===== src/rtl/alu_arbiter.sv =====
// alu_arbiter: shares one 32-bit MIPS ALU between two requesters with valid/ready
// request and response handshakes. Define ALU_ARB_FIXED_PRIO_EN for fixed priority.
module alu_arbiter #(
  parameter int DATA_W = 32
) (
  input  logic              clk,
  input  logic              rst_n,
  input  logic              req0_valid,
  output logic              req0_ready,
  input  logic [2:0]        req0_op,
  input  logic [DATA_W-1:0] req0_a,
  input  logic [DATA_W-1:0] req0_b,
  input  logic              req1_valid,
  output logic              req1_ready,
  input  logic [2:0]        req1_op,
  input  logic [DATA_W-1:0] req1_a,
  input  logic [DATA_W-1:0] req1_b,
  output logic              rsp0_valid,
  input  logic              rsp0_ready,
  output logic              rsp1_valid,
  input  logic              rsp1_ready,
  output logic [DATA_W-1:0] rsp_data
);

  typedef enum logic [1:0] {
    ST_IDLE = 2'd0,
    ST_EXEC = 2'd1,
    ST_RESP = 2'd2
  } state_e;

  state_e            state_q, state_d;
  logic [2:0]        op_q, op_d;
  logic [DATA_W-1:0] a_q, a_d;
  logic [DATA_W-1:0] b_q, b_d;
  logic              owner_q, owner_d;
  logic              rsp0_valid_q, rsp0_valid_d;
  logic              rsp1_valid_q, rsp1_valid_d;
  logic [DATA_W-1:0] rsp_data_q, rsp_data_d;
  logic              grant0_s, grant1_s;
  logic [DATA_W-1:0] alu_y_s;

  function automatic logic [DATA_W-1:0] alu_eval(input logic [2:0]        op,
                                                  input logic [DATA_W-1:0] a,
                                                  input logic [DATA_W-1:0] b);
    logic [DATA_W-1:0] y;
    case (op)
      3'b000:  y = a & b;
      3'b001:  y = a | b;
      3'b010:  y = a + b;
      3'b110:  y = a - b;
      3'b111:  y = {{(DATA_W-1){1'b0}}, (a < b)};
      default: y = {DATA_W{1'b0}};
    endcase
    return y;
  endfunction

  // Shared ALU, driven only from the latched operation fields
  always_comb begin
    alu_y_s = alu_eval(op_q, a_q, b_q);
  end

`ifdef ALU_ARB_FIXED_PRIO_EN
  // Grant: requester 0 wins every tie
  always_comb begin
    grant0_s = 1'b0;
    grant1_s = 1'b0;
    if (state_q == ST_IDLE) begin
      grant0_s = req0_valid;
      grant1_s = req1_valid & ~req0_valid;
    end else begin
      grant0_s = 1'b0;
      grant1_s = 1'b0;
    end
  end
`else
  logic last_grant_q, last_grant_d;

  // Grant: round-robin on a tie, the requester not granted last time wins
  always_comb begin
    grant0_s = 1'b0;
    grant1_s = 1'b0;
    if (state_q != ST_IDLE) begin
      grant0_s = 1'b0;
      grant1_s = 1'b0;
    end else if (req0_valid && req1_valid) begin
      grant0_s = last_grant_q;
      grant1_s = ~last_grant_q;
    end else begin
      grant0_s = req0_valid;
      grant1_s = req1_valid;
    end
  end

  // Round-robin pointer follows each accept
  always_comb begin
    last_grant_d = last_grant_q;
    if (grant1_s) begin
      last_grant_d = 1'b1;
    end else if (grant0_s) begin
      last_grant_d = 1'b0;
    end else begin
      last_grant_d = last_grant_q;
    end
  end

  // Reset to 1 so requester 0 takes the first tie
  always_ff @(posedge clk or negedge rst_n) begin
    if (!rst_n) begin
      last_grant_q <= 1'b1;
    end else begin
      last_grant_q <= last_grant_d;
    end
  end
`endif

  // Sequencer: IDLE accepts, EXEC registers the ALU result, RESP waits for the owner
  always_comb begin
    state_d      = state_q;
    op_d         = op_q;
    a_d          = a_q;
    b_d          = b_q;
    owner_d      = owner_q;
    rsp0_valid_d = rsp0_valid_q;
    rsp1_valid_d = rsp1_valid_q;
    rsp_data_d   = rsp_data_q;
    case (state_q)
      ST_IDLE: begin
        if (grant0_s || grant1_s) begin
          op_d    = grant1_s ? req1_op : req0_op;
          a_d     = grant1_s ? req1_a  : req0_a;
          b_d     = grant1_s ? req1_b  : req0_b;
          owner_d = grant1_s;
          state_d = ST_EXEC;
        end else begin
          state_d = ST_IDLE;
        end
      end
      ST_EXEC: begin
        rsp_data_d   = alu_y_s;
        rsp0_valid_d = ~owner_q;
        rsp1_valid_d = owner_q;
        state_d      = ST_RESP;
      end
      ST_RESP: begin
        if ((!owner_q && rsp0_ready) || (owner_q && rsp1_ready)) begin
          rsp0_valid_d = 1'b0;
          rsp1_valid_d = 1'b0;
          state_d      = ST_IDLE;
        end else begin
          state_d = ST_RESP;
        end
      end
      default: begin
        rsp0_valid_d = 1'b0;
        rsp1_valid_d = 1'b0;
        state_d      = ST_IDLE;
      end
    endcase
  end

  // State and datapath registers; reset discards any in-flight op
  always_ff @(posedge clk or negedge rst_n) begin
    if (!rst_n) begin
      state_q      <= ST_IDLE;
      op_q         <= 3'b000;
      a_q          <= {DATA_W{1'b0}};
      b_q          <= {DATA_W{1'b0}};
      owner_q      <= 1'b0;
      rsp0_valid_q <= 1'b0;
      rsp1_valid_q <= 1'b0;
      rsp_data_q   <= {DATA_W{1'b0}};
    end else begin
      state_q      <= state_d;
      op_q         <= op_d;
      a_q          <= a_d;
      b_q          <= b_d;
      owner_q      <= owner_d;
      rsp0_valid_q <= rsp0_valid_d;
      rsp1_valid_q <= rsp1_valid_d;
      rsp_data_q   <= rsp_data_d;
    end
  end

  assign req0_ready = grant0_s;
  assign req1_ready = grant1_s;
  assign rsp0_valid = rsp0_valid_q;
  assign rsp1_valid = rsp1_valid_q;
  assign rsp_data   = rsp_data_q;

endmodule


===== config.mk =====
export PLATFORM = sky130hd
export DESIGN_NAME = alu_arbiter
export DESIGN_NICKNAME = d
export VERILOG_FILES = /design/src/rtl/alu_arbiter.sv
export SDC_FILE = /design/constraint.sdc
export NUM_CORES = 1
export LEC_CHECK = 0
export CORE_UTILIZATION = 54
export CTS_CLUSTER_DIAMETER = 60
export DETAILED_ROUTE_END_ITERATION = 10
export PLACE_DENSITY = 0.83
export SLEW_MARGIN = 5
export SYNTH_ARGS = -nofsm -noshare
export SYNTH_HDL_FRONTEND = slang
export SYNTH_SLANG_ARGS = --single-unit

===== constraint.sdc =====
create_clock -name clk -period 3.9 [get_ports clk]
set_clock_uncertainty 0.15 [all_clocks]
set_input_delay 0.78 -clock clk [delete_from_list [all_inputs] [get_ports clk]]
set_output_delay 0.78 -clock clk [all_outputs]
set_load 0.01 [all_outputs]

==> impl_summary.txt <==
----------------------------------------------------
[Power and ir drop]
  Standby leakage power ... 5.15 nW
  Share of power burned in combinational logic ... 74.1%
  Switching power of the nets ... 6.18 mW
  Sequential fraction of design power ... 18.0%
  Switching power as a share of total power ... 53.7%
  Internal power summed over all cells ... 5.33 mW
  Pwr dens ... 1010 nW/um^2
  Clock network power share ... 7.9%
  Peak supply drop ... 634 uV

[Worst hold path]
  Kind of path behind the tightest hold check ... input pin to asynchronous set/reset pin

[STA]
  Fin crit share ... 93.7%
  Unrepaired setup endpoints after global routing ... no
  Slew at the pin with the worst max-slew slack ... 0.737 ns
  Number of hold-slack violations in the final timing report ... 0
  Min Clock Period, post-route ... 3.66 ns
  Worst slack on hold paths ... 0.318 ns
  Number of max-slew violations in the final report ... 0
  Normalized max-slew margin ... 50.9%
  Final number of setup-violating endpoints ... 0
  Maximum achievable frequency ... 274 MHz
  Final total negative setup slack ... 0 ns
  Final setup margin ... 0.245 ns

[Die]
  Core Box Area ... 16500 um^2
  X dimension of the die ... 132 um
  Core Rows ... 47
  Chip Height ... 132 um
  Die footprint ... 17400 um^2
  Number of top-level design ports ... 176
  Initial cell density of the core ... 55.2%

[Placement]
  Placement Setup Slack ... 0.194 ns
  Placed cell area ... 11100 um^2
  Routability Congestion ... 0.943
  IO buf count ... 175
  Sum of net half-perimeters after detailed placement ... 21900 um

[Yosys]
  Count of mapped cells out of synthesis ... 1209
  EDFF count, synth ... 0
  Top_reg_cell synth ... sky130_fd_sc_hd__dfrtp_1
  Number of synthesis warnings ... 0
  Post-synthesis cell area ... 9130 um^2
  Sequential fraction of the synthesis area ... 28.8%
  Async S/R FF share, synth ... 100%
  Mean Syn Cell Area ... 7.55 um^2
  Syn nets ... 1455
  Number of distinct library cells after synthesis ... 76
  Count of state elements after synthesis ... 105

[Setup path]
  Critical path's largest stage delay ... 0.43 ns
  Critical path capture point type ... register
  FF-to-FF path depth ... 13
  Worst endpoint data arrival time ... 3.81 ns
  Critical R2R Capture ... rsp_data[28]$_DFFE_PN0P_
  Max FO, Critical Path ... 4
  R2R setup slack ... 0.24 ns
  Element type at the critical path start ... register
  Crit Path Class ... register to register
  Cell chain of the critical path ... inv_1 -> ha_1 -> fa_1 -> or2_4 -> a221oi_4 -> o2111ai_1 -> nor3b_1 -> o41ai_2 -> a21oi_1 -> or4_1 -> or3b_1 -> a32oi_1 -> or2_1
  Number of buffer and inverter stages on the critical path ... 1
  Beginning of the worst register-to-register path ... a_q[0]$_DFFE_PN0P_
  Worst Path Required ... 4.06 ns
  Slowest cell on the critical path ... sky130_fd_sc_hd__or4_1
  Crit-path leading delay family ... simple AND/OR/NAND/NOR gates

[Finish]
  Diode insertion count for antenna repair ... 0
  Final instance area ... 11400 um^2
  Layout cell share with drive strength beyond 1 ... 4.74%
  Area occupied by multi-input gates ... 5860 um^2
  Flip-flop and latch area ... 2630 um^2
  Net count reported at finish ... 1592
  Layout Area Growth over Synthesis ... 24.8%
  Filler Cells Inserted ... 1355

[Route]
  Overall routed net length ... 29300 um
  Per-cell via count in the routed design ... 5.99
  Number of remaining DRC errors ... 0
  Count of antenna-violating nets left after detailed routing ... 0
  Post-DR wirelength/cell ... 18.6 um
  Number of DRC violations after detailed-routing iteration 0 ... 966
  Via count of the routed design ... 9408
  First-pass detailed-route iteration total ... 6

[GRT]
  Global route total overflow ... 0
  Initial antenna violation count ... 0
  First-pass GRT wire length ... 47100 um
  Total GRT Usage ... 33.9%
  Maximum number of pins on one net before global-route repair ... 77
  Vias in the first global route ... 9154

[Run status]
  Run status ... finished, final reports clean

[Run]
  Count of max-cap constraint violations ... 0

[Clock network]
  Number of setup buffers added after CTS ... 0
  Clock tree buffer depth ... 2
  Number of clock buffers inserted by TritonCTS ... 9
  Hold-fix buffer count after cts ... 0
  Total number of clock tree sinks ... 105
  Number of resized instances in the post-cts repair step ... 0
  Buffer type at the clock tree root ... sky130_fd_sc_hd__clkbuf_16
  Skew-Pair Late Insertion Delay ... 0.36 ns
  Max H-tree Level ... 3
  Worst-path clk slew ... 0.08 ns
  CTS tree ... done

----------------------------------------------------
==> how the worst max path moves through the flow <==
stage	from	endpoint	slack [ns]	depth (start not counted)
after global routing	a_q[4]$_DFFE_PN0P_	rsp_data[31]$_DFFE_PN0P_	0.04	12
after global placement	a_q[15]$_DFFE_PN0P_	rsp_data[31]$_DFFE_PN0P_	0.36	12
after detailed placement	a_q[15]$_DFFE_PN0P_	rsp_data[31]$_DFFE_PN0P_	0.19	12
final	a_q[0]$_DFFE_PN0P_	rsp_data[28]$_DFFE_PN0P_	0.24	13
after floorplan	a_q[0]$_DFFE_PN0P_	rsp_data[28]$_DFFE_PN0P_	0.64	13
after CTS	a_q[15]$_DFFE_PN0P_	rsp_data[31]$_DFFE_PN0P_	0.17	12
==> state kept, by name, indices dropped and copies added (netlist names) <==
signal / flops
owner_q: 1
b_q: 32
rsp0_valid: 1
a_q: 32
op_q: 3
last_grant_q: 1
rsp_data: 32
state_q: 2
rsp1_valid: 1
==> cells by family (layout without fill, tap and decap cells) <==
group	after synthesis	in the layout	share of synthesized area [%]
flops	105	105	28.8
fa+ha+maj	106	106	14.7
compound gates	349	349	24.9
simple gates	439	439	20.6
xor+xnor	29	29	2.78
mux	9	9	1.00
buf+inv	172	314	7.21
==> worst reg2reg max path, delay by kind of cell (launching register included) <==
kind	cells	cell delay [ns]
flip-flops	1	0.37
AO/OA/AOI/OAI	5	1.01
AND/OR/NAND/NOR	5	1.36
adder cells (fa/ha/maj)	2	0.62
buffers and inverters	1	0.08
==> through the flow <==
stage	util (%)	power [mW]	std cells
after floorplan	-	7.92	1209
after global placement	67.1	10.3	1555
after detailed placement	67.1	10.4	1555
after CTS	68.9	11.3	1571
after global routing	68.9	12.4	1571
final	68.9	11.5	1571
==> area by class of cell <==
class | count | area share, %
multi-input combinational | 932 | 51.4
sequential | 105 | 23.1
timing repair buffer | 203 | 17.4
inverter | 95 | 3.13
tap | 220 | 2.42
clock buffer | 10 | 2.10
clock inverter | 6 | 0.417
==> cell usage in the layout, fill, tap and decap left out, types with 5 or more instances in the layout <==
master	Yosys	layout
sky130_fd_sc_hd__nor2_1	146	146
sky130_fd_sc_hd__nor4_1	13	13
sky130_fd_sc_hd__xor2_1	5	5
sky130_fd_sc_hd__mux2i_1	8	8
sky130_fd_sc_hd__o31ai_1	11	10
sky130_fd_sc_hd__nand3_1	5	5
sky130_fd_sc_hd__o21a_1	6	5
sky130_fd_sc_hd__ha_1	104	103
sky130_fd_sc_hd__nor2b_1	13	13
sky130_fd_sc_hd__clkbuf_16	0	9
sky130_fd_sc_hd__o21ai_0	68	68
sky130_fd_sc_hd__nand2_1	207	207
sky130_fd_sc_hd__o22ai_1	5	5
sky130_fd_sc_hd__inv_1	93	93
sky130_fd_sc_hd__clkdlybuf4s50_1	0	174
sky130_fd_sc_hd__nand2b_1	9	9
sky130_fd_sc_hd__o211ai_1	9	9
sky130_fd_sc_hd__buf_4	1	27
sky130_fd_sc_hd__o21bai_1	6	6
sky130_fd_sc_hd__a22oi_1	14	14
sky130_fd_sc_hd__xnor2_1	24	24
sky130_fd_sc_hd__dfrtp_1	104	104
sky130_fd_sc_hd__nor3_1	10	10
sky130_fd_sc_hd__a211oi_1	7	7
sky130_fd_sc_hd__a21oi_1	75	74
sky130_fd_sc_hd__a31oi_1	74	74
sky130_fd_sc_hd__a21o_1	10	10
sky130_fd_sc_hd__a221oi_1	15	15
sky130_fd_sc_hd__nand4_1	11	11
==> power groups by stage <==
| stage | sequential [mW] | clock [mW] | combinational (mW) |
|---|---|---|---|
| 6_report | 2.07 | 0.909 | 8.52 |
| 5_1_grt | 2.14 | 0.960 | 9.34 |
| 4_1_cts | 2.07 | 0.914 | 8.36 |
| 3_5_place_dp | 2.09 | 0 | 8.30 |
| 3_3_place_gp | 2.05 | 0 | 8.25 |
| 2_1_floorplan | 1.95 | 0 | 5.98 |
==> per-layer routing <==
layer	global-route usage, %	part of all wire, %	up-vias
met5	0	0	-
met4	9.30	2.0	0
met2	57.0	47	386
li1	-	-	4472
met3	3.81	5.4	48
met1	46.1	45	4502
==> cell usage after synthesis, drive strengths merged (10+ instances only) <==
library cell	n	share of area (%)
nand2	207	8.5
nor2	146	6.0
dfrtp	104	29
ha	104	14
inv	95	3.9
a21oi	75	4.1
a31oi	74	5.1
o21ai	72	3.9
clkbuf	65	2.7
xnor2	24	2.3
a221oi	16	1.7
a22oi	14	1.2
nor2b	13	0.89
nor4	13	0.89
buf	12	0.63
nand4	11	0.75
nor3	11	0.66
o31ai	11	0.90
a21o	10	0.82
Note: power is estimated with default switching activity, not from simulation.
